## src/rtl/alu_pkg.sv

```systemverilog
// Shared encodings, FSM states and default latencies for the ALU command issuer.
package alu_pkg;

    localparam logic [3:0] CMD_MUL_INC = 4'd9;
    localparam logic [3:0] CMD_MUL_SHL = 4'd10;

    localparam int LAT_STD_DEF = 1;
    localparam int LAT_MUL_DEF = 2;

    typedef enum logic [1:0] {
        S_IDLE = 2'd0,
        S_WAIT = 2'd1,
        S_RESP = 2'd2
    } state_t;

    // Multiplies only exist in arithmetic mode; the same codes are logical ops otherwise.
    function automatic logic is_mul_cmd(input logic mode, input logic [3:0] cmd);
        return mode && ((cmd == CMD_MUL_INC) || (cmd == CMD_MUL_SHL));
    endfunction

endpackage

```

## src/rtl/alu_lat_counter.sv

```systemverilog
// Down-counter for ALU latency: load a value, decrement while enabled, flag zero.
module alu_lat_counter #(
    parameter int CNT_W = 2
) (
    input  logic             clk,
    input  logic             rst,
    input  logic             i_load,
    input  logic [CNT_W-1:0] i_load_val,
    input  logic             i_dec,
    output logic             o_zero
);

    logic [CNT_W-1:0] r_cnt;
    logic             w_zero;

    assign w_zero = (r_cnt == {CNT_W{1'b0}});
    assign o_zero = w_zero;

    // Load has priority; decrement saturates at zero.
    always_ff @(posedge clk or negedge rst) begin
        if (!rst) begin
            r_cnt <= {CNT_W{1'b0}};
        end else if (i_load) begin
            r_cnt <= i_load_val;
        end else if (i_dec && !w_zero) begin
            r_cnt <= r_cnt - CNT_W'(1);
        end else begin
            r_cnt <= r_cnt;
        end
    end

endmodule

```

## src/rtl/alu_cmd_issuer.sv

```systemverilog
// Issues one command at a time to the ALU, waits its latency and returns a tagged response.
module alu_cmd_issuer
    import alu_pkg::*;
#(
    parameter int W       = 8,
    parameter int LAT_STD = LAT_STD_DEF,
    parameter int LAT_MUL = LAT_MUL_DEF,
    parameter int ID_W    = 8
) (
    input  logic            clk,
    input  logic            rst,
    input  logic            req_valid,
    output logic            req_ready,
    input  logic [ID_W-1:0] req_id,
    input  logic [W-1:0]    req_opa,
    input  logic [W-1:0]    req_opb,
    input  logic [3:0]      req_cmd,
    input  logic            req_mode,
    input  logic            req_cin,
    input  logic [1:0]      req_inp_valid,
    output logic            alu_ce,
    output logic            alu_mode,
    output logic            alu_cin,
    output logic [1:0]      alu_in_valid,
    output logic [3:0]      alu_cmd,
    output logic [W-1:0]    alu_opa,
    output logic [W-1:0]    alu_opb,
    input  logic [2*W-1:0]  alu_res,
    input  logic            alu_cout,
    input  logic            alu_of,
    input  logic            alu_err,
    input  logic [2:0]      alu_egl,
    output logic            rsp_valid,
    input  logic            rsp_ready,
    output logic [ID_W-1:0] rsp_id,
    output logic [2*W-1:0]  rsp_res,
    output logic            rsp_cout,
    output logic            rsp_of,
    output logic            rsp_err,
    output logic [2:0]      rsp_egl,
    output logic            busy,
    output logic [15:0]     cmd_count
);

    localparam int LAT_MAX = (LAT_STD > LAT_MUL) ? LAT_STD : LAT_MUL;
    localparam int CNT_W   = (LAT_MAX > 0) ? $clog2(LAT_MAX + 1) : 1;

    state_t           r_state;
    state_t           w_state_nxt;
    logic             w_accept;
    logic             w_accept_bad;
    logic             w_load;
    logic             w_capture;
    logic             w_rsp_done;
    logic             w_cnt_zero;
    logic [CNT_W-1:0] w_lat;

    logic             r_req_ready;
    logic             r_busy;
    logic             r_alu_ce;
    logic             r_alu_mode;
    logic             r_alu_cin;
    logic [1:0]       r_alu_in_valid;
    logic [3:0]       r_alu_cmd;
    logic [W-1:0]     r_alu_opa;
    logic [W-1:0]     r_alu_opb;
    logic             r_rsp_valid;
    logic [ID_W-1:0]  r_rsp_id;
    logic [2*W-1:0]   r_rsp_res;
    logic             r_rsp_cout;
    logic             r_rsp_of;
    logic             r_rsp_err;
    logic [2:0]       r_rsp_egl;
    logic [15:0]      r_cmd_count;

    assign w_lat = is_mul_cmd(req_mode, req_cmd) ? CNT_W'(LAT_MUL) : CNT_W'(LAT_STD);

    alu_lat_counter #(
        .CNT_W (CNT_W)
    ) u_lat_counter (
        .clk        (clk),
        .rst        (rst),
        .i_load     (w_load),
        .i_load_val (w_lat),
        .i_dec      (r_state == S_WAIT),
        .o_zero     (w_cnt_zero)
    );

    // Next-state and per-edge strobes.
    always_comb begin
        w_state_nxt  = r_state;
        w_accept     = 1'b0;
        w_accept_bad = 1'b0;
        w_load       = 1'b0;
        w_capture    = 1'b0;
        w_rsp_done   = 1'b0;
        case (r_state)
            S_IDLE: begin
                if (req_valid) begin
                    w_accept = 1'b1;
                    if (req_inp_valid == 2'b00) begin
                        // No operands: answer with an error and leave the ALU alone.
                        w_accept_bad = 1'b1;
                        w_state_nxt  = S_RESP;
                    end else begin
                        w_load      = 1'b1;
                        w_state_nxt = S_WAIT;
                    end
                end else begin
                    w_state_nxt = S_IDLE;
                end
            end
            S_WAIT: begin
                if (w_cnt_zero) begin
                    w_capture   = 1'b1;
                    w_state_nxt = S_RESP;
                end else begin
                    w_state_nxt = S_WAIT;
                end
            end
            S_RESP: begin
                if (r_rsp_valid && rsp_ready) begin
                    w_rsp_done  = 1'b1;
                    w_state_nxt = S_IDLE;
                end else begin
                    w_state_nxt = S_RESP;
                end
            end
            default: begin
                w_state_nxt = S_IDLE;
            end
        endcase
    end

    // FSM state register.
    always_ff @(posedge clk or negedge rst) begin
        if (!rst) begin
            r_state <= S_IDLE;
        end else begin
            r_state <= w_state_nxt;
        end
    end

    // Status outputs registered from the next state so they line up with it.
    always_ff @(posedge clk or negedge rst) begin
        if (!rst) begin
            r_req_ready <= 1'b1;
            r_busy      <= 1'b0;
            r_alu_ce    <= 1'b0;
        end else begin
            r_req_ready <= (w_state_nxt == S_IDLE);
            r_busy      <= (w_state_nxt != S_IDLE);
            r_alu_ce    <= (w_state_nxt == S_WAIT);
        end
    end

    // ALU drive registers: loaded on a valid accept, held afterwards.
    always_ff @(posedge clk or negedge rst) begin
        if (!rst) begin
            r_alu_mode     <= 1'b0;
            r_alu_cin      <= 1'b0;
            r_alu_in_valid <= 2'b00;
            r_alu_cmd      <= 4'd0;
            r_alu_opa      <= {W{1'b0}};
            r_alu_opb      <= {W{1'b0}};
        end else if (w_load) begin
            r_alu_mode     <= req_mode;
            r_alu_cin      <= req_cin;
            r_alu_in_valid <= req_inp_valid;
            r_alu_cmd      <= req_cmd;
            r_alu_opa      <= req_opa;
            r_alu_opb      <= req_opb;
        end else if (w_capture) begin
            r_alu_in_valid <= 2'b00;
        end else begin
            r_alu_in_valid <= r_alu_in_valid;
        end
    end

    // Response payload: tag at accept, flags from the ALU or the operand error.
    always_ff @(posedge clk or negedge rst) begin
        if (!rst) begin
            r_rsp_id   <= {ID_W{1'b0}};
            r_rsp_res  <= {(2*W){1'b0}};
            r_rsp_cout <= 1'b0;
            r_rsp_of   <= 1'b0;
            r_rsp_err  <= 1'b0;
            r_rsp_egl  <= 3'b000;
        end else if (w_accept_bad) begin
            r_rsp_id   <= req_id;
            r_rsp_res  <= {(2*W){1'b0}};
            r_rsp_cout <= 1'b0;
            r_rsp_of   <= 1'b0;
            r_rsp_err  <= 1'b1;
            r_rsp_egl  <= 3'b000;
        end else if (w_accept) begin
            r_rsp_id   <= req_id;
        end else if (w_capture) begin
            r_rsp_res  <= alu_res;
            r_rsp_cout <= alu_cout;
            r_rsp_of   <= alu_of;
            r_rsp_err  <= alu_err;
            r_rsp_egl  <= alu_egl;
        end else begin
            r_rsp_id   <= r_rsp_id;
        end
    end

    // Response valid; the error path raises it one edge after entering RESP.
    always_ff @(posedge clk or negedge rst) begin
        if (!rst) begin
            r_rsp_valid <= 1'b0;
        end else if (w_capture) begin
            r_rsp_valid <= 1'b1;
        end else if (w_rsp_done) begin
            r_rsp_valid <= 1'b0;
        end else if ((r_state == S_RESP) && !r_rsp_valid) begin
            r_rsp_valid <= 1'b1;
        end else begin
            r_rsp_valid <= r_rsp_valid;
        end
    end

    // Completed-response counter, wraps naturally.
    always_ff @(posedge clk or negedge rst) begin
        if (!rst) begin
            r_cmd_count <= 16'd0;
        end else if (w_rsp_done) begin
            r_cmd_count <= r_cmd_count + 16'd1;
        end else begin
            r_cmd_count <= r_cmd_count;
        end
    end

    assign req_ready    = r_req_ready;
    assign busy         = r_busy;
    assign alu_ce       = r_alu_ce;
    assign alu_mode     = r_alu_mode;
    assign alu_cin      = r_alu_cin;
    assign alu_in_valid = r_alu_in_valid;
    assign alu_cmd      = r_alu_cmd;
    assign alu_opa      = r_alu_opa;
    assign alu_opb      = r_alu_opb;
    assign rsp_valid    = r_rsp_valid;
    assign rsp_id       = r_rsp_id;
    assign rsp_res      = r_rsp_res;
    assign rsp_cout     = r_rsp_cout;
    assign rsp_of       = r_rsp_of;
    assign rsp_err      = r_rsp_err;
    assign rsp_egl      = r_rsp_egl;
    assign cmd_count    = r_cmd_count;

endmodule
```

## config.mk

```make
export PLATFORM = sky130hd
export DESIGN_NAME = alu_cmd_issuer
export DESIGN_NICKNAME = d
export VERILOG_FILES = /design/src/rtl/alu_pkg.sv /design/src/rtl/alu_lat_counter.sv /design/src/rtl/alu_cmd_issuer.sv
export SDC_FILE = /design/constraint.sdc
export NUM_CORES = 1
export LEC_CHECK = 0
export BUFFER_PORTS_ARGS = -buffer_cell sky130_fd_sc_hd__buf_2
export CAP_MARGIN = 20
export CORE_UTILIZATION = 30
export CTS_CLUSTER_DIAMETER = 120
export DETAILED_ROUTE_END_ITERATION = 10
export PLACE_DENSITY = 0.54
export SETUP_SLACK_MARGIN = 0.3
export SLEW_MARGIN = 0
export SYNTH_ARGS = -nofsm -noshare
export SYNTH_HDL_FRONTEND = slang
export SYNTH_HIERARCHICAL = 1
export SYNTH_SLANG_ARGS = --single-unit
```

## constraint.sdc

```tcl
create_clock -name clk -period 3.8 [get_ports clk]
set_input_delay 0.19 -clock clk [delete_from_list [all_inputs] [get_ports clk]]
set_output_delay 0.19 -clock clk [all_outputs]
set_load 0.005 [all_outputs]
```

======== Yosys cells after proc, flatten, opt, wreduce, memory -nomap -nowiden ========
Index checks and enable logic that the tools add are counted.
storage, ports and cells
  output and inout bits ................... 74
  register bits after elaboration ......... 78
  bits of input ports ..................... 58
cells by class
  eq/ne operators ......................... 6
  reduce and logical (&&, ||, !) cells .... 18
  muxes and demuxes ....................... 42
  $add $sub $neg .......................... 2
operators by type and width
  cell                                                 number
  two-way mux 16 bit                                   3
  two-way mux 1 bit                                    24
  two-way mux 2 bit                                    9
  adder 16 x 1 -> 16 bit, second input constant        1
  two-way mux 8 bit                                    2
  nonzero test 2 bit                                   5
  two-way mux 3 bit                                    3
  equality test 4 bit, second input constant           2
  zero test 2 bit                                      4
  case mux 2 bit (3 select lines)                      1
  equality test 2 x 1 -> 1 bit, second input constant  2
  logical AND 1 bit                                    4
  nonzero test 3 bit                                   1
  equality test 2 bit, second input constant           1
  zero test 1 bit                                      2
  != test 2 x 1 -> 1 bit, second input constant        1
  AND reduction 2 bit                                  1
  subtractor 2 x 1 -> 2 bit, second input constant     1
  logical OR 1 bit                                     1

======== Longest topological paths before layout ========
  word-level depth ........................ 6
  gate-level depth with buffers ........... 7

======== Cells and area by module ========
Netlist, hierarchy kept.
by module, submodules not included
  module           area an instance (µm²)  instances  sequential area each (µm²)  cells an instance
  alu_cmd_issuer   3056.7                  1          1903.1                      229
  alu_lat_counter  133.9                   1          50.0                        13

======== Worst setup path before layout ========
No wires, ideal clock.
  path type ............................... reg-to-reg
  start ................................... register r_state[0]
  end ..................................... register u_lat_counter.r_cnt[1]
  setup slack ............................. 2.280 ns
  buffers on the path ..................... 2
  arrival time ............................ 1.404 ns
  setup time .............................. 0.116 ns
  stages on the path, launching flop included .. 7
  cell sequence ........................... dfrtp_1 > nor3b_2 > o21a_1 > buf_2 > buf_4 > or4b_1 > o311ai_0
between the ends
  cells in the longest elaborated chain, start to end .. 3
  elaborated cells on any way between the ends .. 6
  those cells by class .................... 1 x eq/ne; 2 x mux; 3 x reduce/logical
RTL lines
  item                                                            line                   text
  from (decl)                                                     alu_cmd_issuer.sv:48   state_t r_state;
  from (signal assigned)                                          alu_cmd_issuer.sv:140  r_state <= w_state_nxt;
  zero test 2 bit (*)                                             alu_cmd_issuer.sv:97   case (r_state)
  two-way mux 1 bit (*)                                           alu_cmd_issuer.sv:97
  net w_load                                                      alu_cmd_issuer.sv:52   logic w_load;
  two-way mux 2 bit / nonzero test 2 bit (equally long branches)  -
  to (signal assigned)                                            alu_lat_counter.sv:22  r_cnt <= {CNT_W{1'b0}};
  to (signal assigned)                                            alu_lat_counter.sv:24  r_cnt <= i_load_val;
  to (signal assigned)                                            alu_lat_counter.sv:26  r_cnt <= r_cnt - CNT_W'(1);
  to (decl)                                                       alu_lat_counter.sv:13  logic [CNT_W-1:0] r_cnt;
The timed path passes the listed nets; every way through them passes the cells marked *.
A chain may end at the register's enable or synchronous reset.

======== Worst setup path in the final report ========
  start ................................... register r_state[0]
  end ..................................... register r_rsp_res[6] (netlist: rsp_res[6])
between the ends
  cells in the longest elaborated chain, start to end .. 4
  elaborated cells on any way between the ends .. 9
  those cells by class .................... 2 x eq/ne; 4 x mux; 3 x reduce/logical
RTL lines
  item                                                                                  line                   text
  equality test 2 x 1 -> 1 bit / zero test 2 bit (equally long branches)                alu_cmd_issuer.sv:97
  two-way mux 1 bit                                                                     alu_cmd_issuer.sv:97
  nonzero test 2 bit (no source line) / != test 2 x 1 -> 1 bit (equally long branches)  -
  AND reduction 2 bit (no source line)                                                  -
  to (signal assigned)                                                                  alu_cmd_issuer.sv:184  r_rsp_res <= {(2*W){1'b0}};
  to (signal assigned)                                                                  alu_cmd_issuer.sv:191  r_rsp_res <= {(2*W){1'b0}};
  to (signal assigned)                                                                  alu_cmd_issuer.sv:199  r_rsp_res <= alu_res;
  to (decl)                                                                             alu_cmd_issuer.sv:69   logic [2*W-1:0] r_rsp_res;
Several ways; a longest one is shown, not always the timed one.

==> results.toml <==
[synth]
synth_xor_xnor_area_share = 0.04392
synth-simple-area-share = 0.1208
ys_warn_count = 6
synth-edff-count = 0
ys_seq_area_frac = 0.6122
netlist_instances = 242
synth.largest_area_cell = "dfrtp_1"
ys.flop_type = "dfrtp_1"
synth_nets = 302
synth_adder_area_share = 0.007843
synth_top_family_by_area = "simple AND/OR/NAND/NOR gates"
synth-compound-area-share = 0.07686
synth.distinct_cells = 42
synth_area_sq_mm = 0.003191
ys_ff_latch = 78
synth.area.top_cells = "dfrtp_1 (60%), mux2_1 (6.4%), a22o_1 (4.7%)"
synth_top_cell_area_share = 0.6039
syn_avg_cell_area_sq_um = 13.18
synthMuxAreaShare = 0.1090
synthArstFlopShare = 1.000

[global_routing]
antenna_found_initial = 0
grt.total_usage = 0.1335
grt_pass1_wl_mm = 11.26
grt_start_max_net_pins = 79
first_global_vias = 2277
grt-ovfl-total = 0

[placed_design]
dpl_cell_area_sq_mm = 0.003966
dp_hpwl_mm = 4.797
numPortBuffers = 131
gp_congestion = 0.7273

[layout]
fillers = 1005
syn2layout_area_growth_pct = 30.04
layout-drive-gt1-share = 0.4357
regArea_sq_mm = 0.001953
nets = 436
fin_util = 0.4019
num_antenna_cells = 0
final_cell_area_sq_mm = 0.004149
multi_input_area_sq_mm = 0.001144

[drt]
wl_met1_mm = 3.024
dr_wl_met3_um = 477
avgViaCountPerCell = 4.511
drtIter0Drc = 77
drtPass1Iterations = 4
drc = 0
met2_length_mm = 3.236
vias = 2332
drt-total-wl_mm = 6.893
wl_per_cell_um = 13.33
drtAntennaViolNets = 0
top_layer = "met4"

[power_and_ir_drop]
internal_power_uw = 1988
p_seq_frac = 0.464
p_comb_frac = 0.333
p_sw_frac = 0.3181
p_switching_uw = 927.2
cellPowerDensity_mw_per_mm2 = 702.7
fin_total_pwr_uw = 2915
leakage_uw = 0.002075
clkPwrFrac = 0.203
ir_drop_uv = 264.9

[clock_tree]
worst_skew_pair.late_latency_ns = 0.35
root_buffer = "clkbuf_8"
numCtsBuffers = 9
cts.path.max_buffers = 2
hold_buffers = 0
cts_sinks = 78
post_cts_buffers = 0
htreeDepth = 3
cts_resized = 0
cts_tree = "yes"
clk_pin_slew_ns = 0.08

[worst_setup_path]
crit_buf_inv = 0
cpLargestDelayFamily = "simple AND/OR/NAND/NOR gates"
cp_slowest_cell = "and2_1"
timing.rr.start = "r_state[0]"
reg2reg_depth = 4
path_max_fanout = 22
critPathCaptureType = "flip-flop"
cp_slowest_stage_delay_ns = 0.70
regToRegSetupSlack_ns = 1.84
cp.required_ns = 4.08
path_cells = "nor2b_1 -> and2_1 -> nand2_1 -> a21oi_1"
start_kind = "flip-flop"
crit_type = "flip-flop to flip-flop"
worst_ep_arrival_time_ns = 2.24
r2r-end = "rsp_res[6]"

[die]
core-area_sq_mm = 0.01032
start_util = 0.3091
die_h_um = 105.1
die_w_um = 105.1
rows = 37
die_area_sq_mm = 0.01105
ioPinCount = 132

[timing]
max_freq_ghz = 0.5099
setup_tns_ns = 0
max-slew-margin-rel = 0.3635
fin_crit_sh = 0.5161
hold_viol = 0
skew_ns = 0.007408
min_period_ns = 1.961
worst_pin_slew_ns = 0.9547
grt_setup_unrepaired = "false"
slew_viol_final = 0
setup_viol = 0

[job]
drv_cap = 0

[worst_hold_path]
hold_path_class = "primary input to async pin"

[outcome]
status = "finished clean"
routing by layer:
layer,track usage,up-vias
met5,0,-
met4,0.07847,0
met3,0.03930,10
met1,0.1673,1119
met2,0.2039,80
li1,-,1123
synthesized netlist by cell type (2+ instances only):
cell     count
dfrtp_1     77
nand2_1     29
mux2_1      18
a22o_1      17
mux2_2      12
xnor2_1     12
a21oi_1      9
nand3_1      9
inv_1        7
buf_2        6
nand4_1      4
xor2_1       4
buf_4        2
buf_6        2
ha_1         2
nor2_1       2
nor3_1       2
nor3b_2      2
nor4_1       2
or4b_1       2
worst max path at each step:
stage                from                     end  slack [ns]  cells past startpoint
6_report       r_state[0]              rsp_res[6]        1.84                      4
5_1_grt        r_state[0]              rsp_res[5]        1.65                      4
3_5_place_dp   r_state[0]              rsp_res[3]        1.82                      4
2_1_floorplan  r_state[0]  u_lat_counter/r_cnt[1]        2.28                      6
3_3_place_gp   r_state[0]              rsp_res[6]        1.90                      4
4_1_cts        r_state[0]              rsp_res[3]        1.80                      4
power by group through the flow:
stage / registers [uW] / clock network, uW / logic, uW
after detailed placement: 1370 / 0 / 994
final: 1350 / 592 / 971
after global placement: 1360 / 0 / 970
after CTS: 1360 / 625 / 996
after floorplan: 1370 / 0 / 548
after global routing: 1410 / 650 / 1080
metrics by stage:
| step | worst slack, ns | hold slack, ns | instances |
|---|---|---|---|
| floorplan | 2.280 | -0.1056 | 242 |
| global placement | 1.901 | 0.4061 | 501 |
| detailed placement | 1.821 | 0.4092 | 501 |
| CTS | 1.803 | 0.03158 | 517 |
| global route | 1.648 | 0.04520 | 517 |
| finish | 1.839 | 0.003561 | 517 |
cell families (layout without fill, tap and decap cells):
logic type	Yosys count	count (layout)
buffers and inverters	17	156
adder cells (fa/ha/maj)	2	2
AND/OR/NAND/NOR	66	66
AO/OA/AOI/OAI	32	32
XOR/XNOR	16	16
flip-flops	78	78
multiplexers	31	31
final cells by class:
type,instances,share of cell area
well taps,136,0.04101
clock buffers,12,0.03257
repair buffers,133,0.1622
clock inverters,4,0.01146
flip-flops and latches,78,0.4707
multi-input cells,147,0.2756
inverters,7,0.006333
placed cells by master, fill, tap and decap left out, drive strengths merged, types with 2 or more instances in the layout:
cell	n
or4b	2
nor4	3
nand2	29
clkbuf	12
ha	2
nand3	9
inv	7
dfrtp	77
mux2	30
xnor2	12
clkinv	2
nor3b	3
nand4	4
nor2	2
a21oi	9
nand4b	2
buf	133
a22o	17
nor3	3
xor2	4
flip-flops by register name, indices dropped and copies added, names as in the netlist:
register / cells
rsp_res: 16
busy: 1
cmd_count: 16
rsp_cout: 1
alu_cmd: 4
rsp_id: 8
u_lat_counter/r_cnt: 2
rsp_of: 1
req_ready: 1
alu_in_valid: 2
alu_mode: 1
rsp_err: 1
r_state: 2
alu_ce: 1
alu_opa: 8
rsp_egl: 3
alu_cin: 1
alu_opb: 8
rsp_valid: 1
Note: power is estimated with default switching activity, not from simulation.
